File: config.mk
export PLATFORM = sky130hd
export DESIGN_NAME = ram_input_arbiter
export DESIGN_NICKNAME = d
export VERILOG_FILES = /design/src/rtl/ram_input_arbiter.sv
export SDC_FILE = /design/constraint.sdc
export NUM_CORES = 1
export LEC_CHECK = 0
export CORE_MARGIN = 5
export CORE_UTILIZATION = 38
export DETAILED_ROUTE_END_ITERATION = 8
export GPL_TIMING_DRIVEN = 1
export PLACE_DENSITY = 0.8
export REMOVE_ABC_BUFFERS = 1
export SLEW_MARGIN = 5
export SYNTH_ARGS = -nofsm -noshare
export SYNTH_HDL_FRONTEND = slang
export SYNTH_SLANG_ARGS = --single-unit
File: constraint.sdc
create_clock -name clk -period 3.1 [get_ports clk]
set_input_delay 0.62 -clock clk [delete_from_list [all_inputs] [get_ports clk]]
set_output_delay 0.62 -clock clk [all_outputs]
set_load 0.1 [all_outputs]
File: src/rtl/ram_input_arbiter.sv
// Round-robin two-port arbiter in front of the single-port input RAM.
// Optional post-reset zero fill when RAM_CLEAR_ON_RESET_EN is defined.
//
// Ports:
//   clk, rst                  clock, async active-high reset
//   a_req/a_we/a_addr/a_wdata requester A (image loader)
//   b_req/b_we/b_addr/b_wdata requester B (compute unit)
//   a_gnt, b_gnt              combinational grants, access at this edge
//   a_rvalid, b_rvalid        read data valid on rdata, one cycle later
//   rdata                     read data (copy of ram_q)
//   ram_addr/ram_data/ram_we  RAM drive; ram_q RAM read data
//   busy                      high while the RAM is being cleared
module ram_input_arbiter #(
  parameter int DATA_WIDTH = 1,
  parameter int ADDR_WIDTH = 10
) (
  input  logic                  clk,
  input  logic                  rst,
  input  logic                  a_req,
  input  logic                  a_we,
  input  logic [ADDR_WIDTH-1:0] a_addr,
  input  logic [DATA_WIDTH-1:0] a_wdata,
  input  logic                  b_req,
  input  logic                  b_we,
  input  logic [ADDR_WIDTH-1:0] b_addr,
  input  logic [DATA_WIDTH-1:0] b_wdata,
  output logic                  a_gnt,
  output logic                  b_gnt,
  output logic                  a_rvalid,
  output logic                  b_rvalid,
  output logic [DATA_WIDTH-1:0] rdata,
  output logic [ADDR_WIDTH-1:0] ram_addr,
  output logic [DATA_WIDTH-1:0] ram_data,
  output logic                  ram_we,
  input  logic [DATA_WIDTH-1:0] ram_q,
  output logic                  busy
);

  logic                  clearing;
  logic [ADDR_WIDTH-1:0] clr_addr;
  logic [ADDR_WIDTH-1:0] addr_q;
  logic                  last_b;

`ifdef RAM_CLEAR_ON_RESET_EN
  typedef enum logic {CLEAR, RUN} state_t;

  state_t                state;
  logic [ADDR_WIDTH-1:0] clr_cnt;

  always_ff @(posedge clk or posedge rst) begin
    if (rst) begin
      state   <= CLEAR;
      clr_cnt <= '0;
    end else if (state == CLEAR) begin
      clr_cnt <= clr_cnt + 1'b1;
      if (&clr_cnt)
        state <= RUN;
    end
  end

  assign clearing = (state == CLEAR);
  assign clr_addr = clr_cnt;
`else
  assign clearing = 1'b0;
  assign clr_addr = '0;
`endif

  assign busy  = clearing;
  assign rdata = ram_q;

  // Ties go to whoever was not granted last; last_b resets to B
  // so A wins the first tie.
  always_comb begin
    a_gnt    = 1'b0;
    b_gnt    = 1'b0;
    ram_we   = 1'b0;
    ram_addr = addr_q;
    ram_data = '0;
    if (clearing) begin
      ram_we   = 1'b1;
      ram_addr = clr_addr;
    end else begin
      a_gnt = a_req & (~b_req | last_b);
      b_gnt = b_req & ~a_gnt;
      if (a_gnt) begin
        ram_we   = a_we;
        ram_addr = a_addr;
        ram_data = a_wdata;
      end else if (b_gnt) begin
        ram_we   = b_we;
        ram_addr = b_addr;
        ram_data = b_wdata;
      end
    end
  end

  always_ff @(posedge clk or posedge rst) begin
    if (rst) begin
      last_b   <= 1'b1;
      addr_q   <= '0;
      a_rvalid <= 1'b0;
      b_rvalid <= 1'b0;
    end else begin
      addr_q   <= ram_addr;
      a_rvalid <= a_gnt & ~a_we;
      b_rvalid <= b_gnt & ~b_we;
      if (a_gnt)
        last_b <= 1'b0;
      else if (b_gnt)
        last_b <= 1'b1;
    end
  end

endmodule
# Word level (Yosys, flattened, before mapping)

Index checks and enable logic that the tools add are counted.

Flip-flop bits (word level): 13
Input port bits: 29
Logic and storage cells: 22

Reduce and logical (&&, ||, !) cells: 1
Bitwise logic cells: 9
Muxes and demuxes: 8

Operators by type and width:

| kind               | count |
|---|---|
| $mux W10           | 2 |
| $mux W1            | 6 |
| $and A1 B1 Y1      | 4 |
| $not A1 Y1         | 4 |
| $reduce_bool A2 Y1 | 1 |
| $or A1 B1 Y1       | 1 |

# Longest topological paths before layout

Gate-level depths: netlist of the first run.

Word-level depth: 7
Gate-level depth with buffers: 4
Gate-level depth less buffers: 3

# Least setup slack after synthesis of the first run

OpenSTA, ideal clock, no wires.

Path kind: input-to-output
From: input a_req
To: output ram_data
Stages: 2
Arrival time: 2.445 ns
Path buffers: 0
Path slack: 0.035 ns
Cells stage by stage: a21boi_2 -> a22o_1

Cells in the longest elaborated chain, start to end: 5

RTL lines:

| element           | RTL line | text |
|---|---|---|
| start, declared   | 19       | `input logic a_req,` |
| $and A1 B1 Y1 (*) | 83       | `a_gnt = a_req & (~b_req \| last_b);` |
| $not A1 Y1        | 84       | `b_gnt = b_req & ~a_gnt;` |
| $and A1 B1 Y1     | 84       |  |
| $mux W1           | 89       | `end else if (b_gnt) begin` |
| $mux W1 (*)       | 85       | `if (a_gnt) begin` |
| end, declared     | 33       | `output logic [DATA_WIDTH-1:0] ram_data,` |

Mark *: on every way between the ends. The rest lies on a longest branch, timed or not.

# Worst setup path after layout of the first run

From: input a_req
To: output ram_we

Cells in the longest elaborated chain, start to end: 5

RTL lines:

| element           | RTL line | text |
|---|---|---|
| $and A1 B1 Y1 (*) | 83       |  |
| $not A1 Y1        | 84       |  |
| $and A1 B1 Y1     | 84       |  |
| $mux W1           | 89       |  |
| $mux W1 (*)       | 85       |  |
| end, declared     | 34       | `output logic ram_we,` |

Marked as above.

==> results of run 1 <==
-- cell families (layout without fill, tap and decap cells) --
kind of cell / Yosys count / after routing / share of synthesized area
simple gates: 14 / 14 / 0.118
buf+inv: 10 / 53 / 0.0765
compound gates: 24 / 24 / 0.207
other cells: 1 / 1 / 0.00521
mux: 10 / 10 / 0.139
flops: 13 / 13 / 0.454
-- cells in the final DEF (no fill, tap or decap), types with 2 or more instances in the layout --
cell type,synthesis,final
sky130_fd_sc_hd__nor2b_1,2,2
sky130_fd_sc_hd__clkdlybuf4s50_1,0,27
sky130_fd_sc_hd__inv_1,2,2
sky130_fd_sc_hd__dfrtp_1,12,12
sky130_fd_sc_hd__buf_12,0,14
sky130_fd_sc_hd__and3_1,10,10
sky130_fd_sc_hd__a22o_1,2,2
sky130_fd_sc_hd__clkbuf_4,0,3
sky130_fd_sc_hd__buf_4,3,6
sky130_fd_sc_hd__mux2i_1,10,10
sky130_fd_sc_hd__a31oi_1,10,10
sky130_fd_sc_hd__o21ai_1,10,10
-- registers in the layout, summed over array words and instances (netlist names) --
signal / cells
b_rvalid: 1
a_rvalid: 1
addr_q: 10
last_b: 1
-- how the worst max path moves through the flow --
stage / from / endpoint / slack (ns) / depth (start not counted)
3_5_place_dp: a_req / ram_data / 0.36 / 5
2_1_floorplan: a_req / ram_data / -0.08 / 3
5_1_grt: a_req / ram_we / 0.27 / 5
3_3_place_gp: a_req / ram_data / 0.41 / 5
6_report: a_req / ram_we / 0.37 / 5
4_1_cts: a_req / ram_we / 0.36 / 5
-- layout make-up --
| class | instances | area (um^2) | share of cell area |
|---|---|---|---|
| timing repair buffer | 47 | 596 | 0.449 |
| multi-input combinational | 49 | 338 | 0.255 |
| sequential | 13 | 327 | 0.246 |
| tap | 25 | 31.3 | 0.0236 |
| clock buffer | 4 | 26.3 | 0.0198 |
| inverter | 2 | 7.51 | 0.00567 |
-- stage by stage --
stage          worst slack, ns  instance area (um^2)
2_1_floorplan          -0.0782                   672
3_3_place_gp             0.413                  1300
4_1_cts                  0.362                  1330
6_report                 0.369                  1330
3_5_place_dp             0.363                  1300
5_1_grt                  0.267                  1330
-- report_power, final --
part           switching (mW)  leakage (nW)  total (mW)  internal [mW]
Clock                  0.0594        0.0150       0.109         0.0500
Combinational           0.264         0.440       0.414          0.151
Sequential             0.0114         0.155       0.204          0.192
Total                   0.334         0.611       0.727          0.393
-- worst register-to-register path, cell delays in order, from the launching register on --
cell,delay [ns]
sky130_fd_sc_hd__dfstp_2,0.65
sky130_fd_sc_hd__nand2_1,0.20
sky130_fd_sc_hd__buf_4,0.22
sky130_fd_sc_hd__a31oi_1,0.16
sky130_fd_sc_hd__o21ai_1,0.15
-- layer usage --
metal	GRT usage	part of all wire	up-vias	wire, um
met2	0.290	0.49	39	1070
met4	0.0766	0.012	0	27
met3	0.0676	0.12	4	264
li1	-	-	351	-
met1	0.201	0.37	357	809
met5	0	0	-	0
==> qor.yml, run 1 <==
setup_path:
  slowest_delay_ns: 0.48
  critical_path_capture_point_type: "primary output"
  cp_max_delay_cell: "sky130_fd_sc_hd__clkdlybuf4s50_1"
  path_buf_inv: 3
  criticalPathCategory: "in2out"
  rr_startpoint: "last_b$_DFFE_PP1P_"
  crit_required_ns: 2.48
  ff2ff_path_depth: 4
  critical_path.max_fanout: 21
  kind_of_cell_with_the_highest_combined_delay_on_the_critical_path: "buffers and inverters"
  cp_data_arrival_time_ns: 2.11
  r2r_end: "addr_q[7]$_DFF_PP0_"
  worst_reg2reg_setup_slack_ns: 1.58
  crit_chain: "clkdlybuf4s50_1 > buf_4 > a21boi_2 > a22o_1 > buf_12"
  critPathLaunchType: "primary input"
finish:
  design.final.nets: 145
  finalNonFillerCells: 140
  synthToLayoutAreaGrowth_pct: 84.2
  drive_gt1_frac: 0.217
  antennaDiodeCount: 0
  num-fill-cells: 140
  utilization: 0.751
yosys:
  async_reset_ff_frac: 1.00
  synth_edf_count: 0
  ys_ff_latch: 13
  synth_top_cell_area_share: 0.417
  yosys-top-cells-area: "sky130_fd_sc_hd__dfrtp_1, sky130_fd_sc_hd__mux2i_1, sky130_fd_sc_hd__a31oi_1, sky130_fd_sc_hd__and3_1, sky130_fd_sc_hd__o21ai_1"
  synthMostInstantiatedCell: "sky130_fd_sc_hd__dfrtp_1"
  number_of_standard_cells_after_synthesis: 72
  mappedNetlistArea_um2: 719
  synth_seq_area_share: 0.454
  yosys-top-cells-count: "sky130_fd_sc_hd__dfrtp_1, sky130_fd_sc_hd__a31oi_1, sky130_fd_sc_hd__and3_1, sky130_fd_sc_hd__mux2i_1, sky130_fd_sc_hd__o21ai_1"
  synth_cell_types: 16
  ys.warnings.count: 0
  synth_flop_cell: "sky130_fd_sc_hd__dfrtp_1"
  postSynthAreaPerCell_um2: 9.99
  yosysTopAreaCell: "sky130_fd_sc_hd__dfrtp_1"
worst_hold_path:
  holdCritPathClass: "reg2reg"
  worstHoldEndpoint: "last_b$_DFFE_PP1P_"
  min_delay_path_depth: 1
  hold_path.startpoint: "last_b$_DFFE_PP1P_"
die:
  ioPinCount: 47
  die_x_um: 53.5
  die_area_um2: 2860
  die_height_um: 53.5
  coreArea_um2: 1760
  effective_utilization_at_floorplan: 0.408
  core.rowCount: 15
placement:
  globalplace.congestion: 0.713
  dp_hpwl_mm: 1.75
  post-place-cells: 136
  numPortBuffers: 43
status:
  status: "finished, final reports clean"
grt:
  grt_antenna_before_repair: 0
  grt_use_total: 0.176
  first_pass_grt_wire_length_mm: 3.53
  overflow: 0
  vias_in_the_first_global_route: 800
  largest_net_degree_at_the_start_of_global_routing: 22
route:
  drt-initial-drc-count: 10
  final_wirelength_mm: 2.17
  viasPerCell: 5.36
  detail-route-antenna-nets: 0
  num_vias: 751
  drc: 0
  drt-wirelength-per-cell_um: 15.5
  first_pass_iters: 4
sta:
  fin_hold_ws_ns: 0.627
  final.min_clock_period_ns: 2.73
  max_freq_mhz: 366
  min_period_over_period: 0.881
  slew_headroom: 0.648
  setup-violations-final: 0
  worst_slew_pin_slew_ns: 0.528
  worst_clock_skew_ns: 0.000489
  totalNegativeSetupSlack_ns: 0
  number_of_hold_violations_in_the_final_report: 0
  unrepaired_setup_endpoints_after_global_routing: "false"
  drv_slew: 0
power:
  leakage_nw: 0.611
  vdd_drop_max_uv: 408
  p_per_area_nw_per_um2: 549
  report.power.total_mw: 0.727
cts:
  cts.htree.levels: 1
  clock_pin_slew_on_the_worst_setup_and_hold_paths_ns: 0.08
  clock_sinks: 13
  total_of_cells_resized_after_clock_tree_synthesis: 0
  clk_root_buffer_cell: "sky130_fd_sc_hd__clkbuf_4"
  cts_setup_buffers: 0
  tritoncts: "done"
  insertion_delay_ns: 0.28
  hold_buffers: 0
  cts_made_buffers: 3
  max-clock-path-buffers: 2
job:
  drv.max_cap_violation_count: 0
No activity file was read; power rests on OpenSTA's default activity.
==> inputs of run 2 (changes only) <==
CORE_UTILIZATION = 39   (was 38)
CTS_BUF_LIST = sky130_fd_sc_hd__clkbuf_4   (was not set)
PLACE_DENSITY = 0.82   (was 0.8)
clock period = 3.49 ns   (was 3.1 ns; I/O delays follow)
==> qor.yml, run 2 (synthesis gave the netlist of run 1 again) <==
sta:
  unrepaired_setup_endpoints_after_global_routing: "false"
  worst_clock_skew_ns: 0.00115  # +0.000656 ns
  totalNegativeSetupSlack_ns: 0  # unchanged
  final.min_clock_period_ns: 2.93
  slew_headroom: 0.343  # -0.305
  fin_hold_ws_ns: 0.625  # -0.00196 ns
  setup-violations-final: 0  # unchanged
  drv_slew: 0  # unchanged
  max_freq_mhz: 342
  worst_slack_ns: 0.564  # +0.195 ns
  worst_slew_pin_slew_ns: 0.983  # +0.455 ns
  min_period_over_period: 0.838
  number_of_hold_violations_in_the_final_report: 0  # unchanged
grt:
  grt.met2_usage: 0.242  # -0.0481
  grt.met1_usage: 0.199  # -0.00209
  top_usage_layer: "met2"
  overflow: 0  # unchanged
  largest_net_degree_at_the_start_of_global_routing: 21  # -4.5%
  first_pass_grt_wire_length_mm: 3.23  # -8.6%
  vias_in_the_first_global_route: 742  # -7.2%
  grt_antenna_before_repair: 0  # unchanged
  grt_use_total: 0.162  # -0.0137
  grt_util_met3: 0.0620  # -0.00563
worst_hold_path:
  holdCritPathClass: "reg2reg"
finish:
  largest-register: "addr_q"
  drive_gt1_frac: 0.195  # -0.0227
  final_cell_area_um2: 1320  # -0.47%
  synthToLayoutAreaGrowth_pct: 83.3
  antennaDiodeCount: 0  # unchanged
  largest_register_ffs: 10  # unchanged
  design.final.nets: 143  # -1.4%
  layout_common_cells: "sky130_fd_sc_hd__clkdlybuf4s50_1, sky130_fd_sc_hd__buf_12, sky130_fd_sc_hd__dfrtp_1"
  num-fill-cells: 118  # -16%
  leading_cell_type_in_the_layout_fill_and_taps_excluded: "sky130_fd_sc_hd__clkdlybuf4s50_1"
route:
  num_vias: 737  # -1.9%
  drt-initial-drc-count: 21  # +11
  detail-route-antenna-nets: 0  # unchanged
  viasPerCell: 5.34  # -0.44%
  first_pass_iters: 4  # unchanged
  final_wirelength_mm: 2.01  # -7.3%
  drc: 0  # unchanged
  drt-wirelength-per-cell_um: 14.6  # -6.0%
power:
  report.power.total_mw: 0.647  # -11%
  vdd_drop_max_uv: 330  # -19%
  p_per_area_nw_per_um2: 490  # -11%
  leakage_nw: 0.601  # -1.5%
status:
  status: "finished, final reports clean"
die:
  core.rowCount: 15  # unchanged
  die_area_um2: 2800  # -2.1%
  effective_utilization_at_floorplan: 0.412  # +0.00438
  die_x_um: 53.0  # -1.0%
  coreArea_um2: 1750  # -1.1%
  die_height_um: 53.0  # -1.0%
  ioPinCount: 47  # unchanged
cts:
  max-clock-path-buffers: 2  # unchanged
  insertion_delay_ns: 0.28  # about the same
  clock_pin_slew_on_the_worst_setup_and_hold_paths_ns: 0.08  # about the same
  cts_setup_buffers: 0  # unchanged
  total_of_cells_resized_after_clock_tree_synthesis: 0  # unchanged
  clk_root_buffer_cell: "sky130_fd_sc_hd__clkbuf_4"
  cts_made_buffers: 3  # unchanged
  tritoncts: "done"
  hold_buffers: 0  # unchanged
  clock_sinks: 13  # unchanged
  cts.htree.levels: 1  # unchanged
setup_path:
  criticalPathCategory: "in2out"
  critPathLaunchType: "primary input"
  cp_data_arrival_time_ns: 2.23  # +0.12 ns
  critical_path_capture_point_type: "primary output"
  crit_required_ns: 2.79  # +0.31 ns
  critical_path.max_fanout: 15  # -29%
placement:
  placed_area_um2: 1290  # -0.77%
  numPortBuffers: 43  # unchanged
  pre_cts_slack_ns: 0.588  # +0.225 ns
  dp_hpwl_mm: 1.58  # -9.6%
  globalplace.congestion: 0.678  # -5.0%
job:
  drv.max_cap_violation_count: 0  # unchanged
[run 2: changes by cell type in the layout (fill, tap and decap cells not counted), sizes merged]
cell	previous run	this run
buf	20	16
clkdlybuf4s50	27	29
[run 2: through the flow]
| step | utilization | std cells |
|---|---|---|
| 2_1_floorplan | - | 64 |
| 4_1_cts | 0.756 | 138 |
| 5_1_grt | 0.756 | 138 |
| 3_5_place_dp | 0.738 | 134 |
| 3_3_place_gp | 0.738 | 134 |
| 6_report | 0.756 | 138 |
[run 2: layer usage]
layer,part of all wire,vias up,routed length [um]
met2,0.46,38,927
li1,-,343,-
met1,0.42,352,838
met3,0.11,4,217
met4,0.015,0,30
met5,0,-,0
[run 2: worst paths after layout]
check | start | end | slack, ns | cells past startpoint
min in group asynchronous | rst | addr_q[6]$_DFF_PP0_ | 0.74 | 2
max reg2reg | last_b$_DFFE_PP1P_ | b_rvalid$_DFF_PP0_ | 2.00 | 3
min reg2reg | last_b$_DFFE_PP1P_ | last_b$_DFFE_PP1P_ | 0.63 | 1
max in group asynchronous | rst | last_b$_DFFE_PP1P_ | 2.40 | 2
min | last_b$_DFFE_PP1P_ | last_b$_DFFE_PP1P_ | 0.63 | 1
max | b_req | ram_addr[0] | 0.56 | 5
[run 2: layout make-up]
class / count / area [um^2] / area share
multi-input cells: 49 / 338 / 0.256
repair buffers: 45 / 586 / 0.444
well taps: 25 / 31.3 / 0.0237
inverters: 2 / 7.51 / 0.00569
flip-flops and latches: 13 / 327 / 0.248
clock buffers: 4 / 30.0 / 0.0228
[run 2: critical path, stage by stage]
cell,delay [ns]
sky130_fd_sc_hd__clkdlybuf4s50_1,0.77
sky130_fd_sc_hd__buf_4,0.25
sky130_fd_sc_hd__a31oi_1,0.08
sky130_fd_sc_hd__o21ai_1,0.20
sky130_fd_sc_hd__buf_12,0.22
[run 2: where the power goes]
group          leakage (nW)  switching (mW)  internal [mW]  total [mW]
clock network        0.0184          0.0491         0.0522       0.101
logic                 0.428           0.232          0.132       0.364
registers             0.155          0.0101          0.171       0.181
total                 0.601           0.292          0.355       0.647
==> inputs of run 3 (changes only) <==
CORE_UTILIZATION = 33   (was 39)
PLACE_DENSITY = 0.73   (was 0.82)
clock period = 2.6 ns   (was 3.49 ns; I/O delays follow)
==> qor.yml, run 3 (synthesis gave the netlist of run 1 again) <==
setup_path:
  critPathLaunchType: "primary input"
  criticalPathCategory: "in2out"
  critical_path_capture_point_type: "primary output"
  cp_data_arrival_time_ns: 1.86  # -0.37 ns
  crit_chain: "clkdlybuf4s50_1 > nand2_1 > buf_4 > a31oi_1 > o21ai_1 > buf_12"
  critical_path.max_fanout: 6  # -9
  crit_required_ns: 2.08  # -0.71 ns
  slowest_delay_ns: 0.49  # -0.28 ns
  cp_max_delay_cell: "sky130_fd_sc_hd__clkdlybuf4s50_1"
cts:
  max-clock-path-buffers: 2  # unchanged
  cts_made_buffers: 3  # unchanged
  cts_setup_buffers: 0  # unchanged
  tritoncts: "done"
  cts.htree.levels: 1  # unchanged
  total_of_cells_resized_after_clock_tree_synthesis: 0  # unchanged
  clk_root_buffer_cell: "sky130_fd_sc_hd__clkbuf_4"
  hold_buffers: 0  # unchanged
  clock_pin_slew_on_the_worst_setup_and_hold_paths_ns: 0.08  # about the same
  insertion_delay_ns: 0.27  # about the same
  clock_sinks: 13  # unchanged
route:
  drt-wirelength-per-cell_um: 14.4  # -1.2%
  num_vias: 726  # -1.5%
  detail-route-antenna-nets: 0  # unchanged
  final_wirelength_mm: 2.11  # +4.6%
  first_pass_iters: 4  # unchanged
  viasPerCell: 4.97  # -6.9%
  drc: 0  # unchanged
  drt-initial-drc-count: 22  # +4.8%
grt:
  largest_net_degree_at_the_start_of_global_routing: 15  # -29%
  grt_use_total: 0.142  # -0.0202
  grt_antenna_before_repair: 0  # unchanged
  vias_in_the_first_global_route: 787  # +6.1%
  first_pass_grt_wire_length_mm: 3.57  # +10%
  overflow: 0  # unchanged
finish:
  regArea_um2: 327  # unchanged
  finalNonFillerCells: 146  # +5.8%
  antennaDiodeCount: 0  # unchanged
  layout_common_cells: "sky130_fd_sc_hd__clkdlybuf4s50_1, sky130_fd_sc_hd__buf_12, sky130_fd_sc_hd__dfrtp_1"
  synthToLayoutAreaGrowth_pct: 88.3
  utilization: 0.631  # -0.125
  largest-register: "addr_q"
  num-fill-cells: 160  # +36%
  drive_gt1_frac: 0.246  # +0.0511
  multi_input_area_um2: 338  # unchanged
  design.final.nets: 148  # +3.5%
  leading_cell_type_in_the_layout_fill_and_taps_excluded: "sky130_fd_sc_hd__clkdlybuf4s50_1"
  largest_register_ffs: 10  # unchanged
status:
  status: "finished, final reports clean"
sta:
  unrepaired_setup_endpoints_after_global_routing: "false"
  drv_slew: 0  # unchanged
  final.min_clock_period_ns: 2.38
  min_period_over_period: 0.915
  worst_clock_skew_ns: 0.00118  # +0.0000319 ns
  number_of_hold_violations_in_the_final_report: 0  # unchanged
  max_freq_mhz: 420
  setup-violations-final: 0  # unchanged
  worst_slack_ns: 0.221  # -0.342 ns
  slew_headroom: 0.663  # +0.320
  fin_hold_ws_ns: 0.570  # -0.0558 ns
  worst_slew_pin_slew_ns: 0.505  # -0.478 ns
power:
  power.share.combinational: 0.569  # +0.005
  p_per_area_nw_per_um2: 645  # +32%
  internal_power_mw: 0.483  # +36%
  vdd_drop_max_uv: 398  # +20%
  switching_share: 0.447  # -0.00385
  netSwitchingPower_mw: 0.391  # +34%
  report.power.total_mw: 0.875  # +35%
  share_clk_of_total_power: 0.153  # -0.004
  seqPwrFrac: 0.278  # -0.002
  leakage_nw: 0.628  # +4.5%
die:
  coreArea_um2: 2150  # +23%
  core.rowCount: 17  # +2
  ioPinCount: 47  # unchanged
  die_area_um2: 3210  # +15%
  die_height_um: 56.7  # +7.1%
  effective_utilization_at_floorplan: 0.335  # -0.0773
  die_x_um: 56.7  # +7.1%
placement:
  dp_hpwl_mm: 1.72  # +8.7%
  pre_cts_slack_ns: 0.193  # -0.396 ns
  globalplace.congestion: 0.698  # +3.0%
  numPortBuffers: 43  # unchanged
  post-place-cells: 142  # +6.0%
job:
  drv.max_cap_violation_count: 0  # unchanged
worst_hold_path:
  holdCritPathClass: "in2async"
[run 3: cell count changes in the layout (fill, tap and decap cells not counted), sizes merged]
cell	previous run	this run
clkdlybuf4s50	29	27
buf	16	23
[run 3: per-stage QoR]
| stage | instance area (um^2) | TNS (ns) |
|---|---|---|
| final | 1360 | 0 |
| after global routing | 1360 | 0 |
| after CTS | 1360 | 0 |
| after detailed placement | 1330 | 0 |
| after global placement | 1330 | 0 |
| after floorplan | 672 | -0.825 |
[run 3: layout make-up]
class | count | share of cell area
Multi-Input combinational cell | 49 | 0.249
Clock buffer | 4 | 0.0222
Sequential cell | 13 | 0.241
Timing Repair Buffer | 50 | 0.456
Tap cell | 28 | 0.0259
Inverter | 2 | 0.00554
[run 3: power by group through the flow]
| stage | logic [mW] | registers [mW] | clock network (mW) |
|---|---|---|---|
| 2_1_floorplan | 0.278 | 0.257 | 0 |
| 4_1_cts | 0.501 | 0.244 | 0.141 |
| 3_5_place_dp | 0.500 | 0.247 | 0 |
| 6_report | 0.497 | 0.243 | 0.134 |
| 3_3_place_gp | 0.496 | 0.245 | 0 |
| 5_1_grt | 0.517 | 0.247 | 0.152 |
[run 3: path summary, 6_finish.rpt]
check,depth (start not counted),slack [ns],endpoint,startpoint
hold / removal,2,0.57,addr_q[5]$_DFF_PP0_,rst
setup / recovery,6,0.22,ram_addr[8],a_req
setup reg to reg,4,1.13,addr_q[8]$_DFF_PP0_,last_b$_DFFE_PP1P_
hold reg to reg,1,0.63,last_b$_DFFE_PP1P_,last_b$_DFFE_PP1P_
max in group asynchronous,2,1.67,last_b$_DFFE_PP1P_,rst
min in group clk,1,0.63,last_b$_DFFE_PP1P_,last_b$_DFFE_PP1P_
[run 3: per-layer routing]
metal	vias up	global-route usage	routed length, um
met1	335	0.173	905
li1	357	-	-
met5	-	0	0
met2	32	0.229	1020
met4	0	0.0508	13
met3	2	0.0506	165
[run 3: worst max-delay path: cells and delay by family]
family | cells | cell delay (ns)
buf+inv | 3 | 0.88
compound gates | 2 | 0.30
simple gates | 1 | 0.15
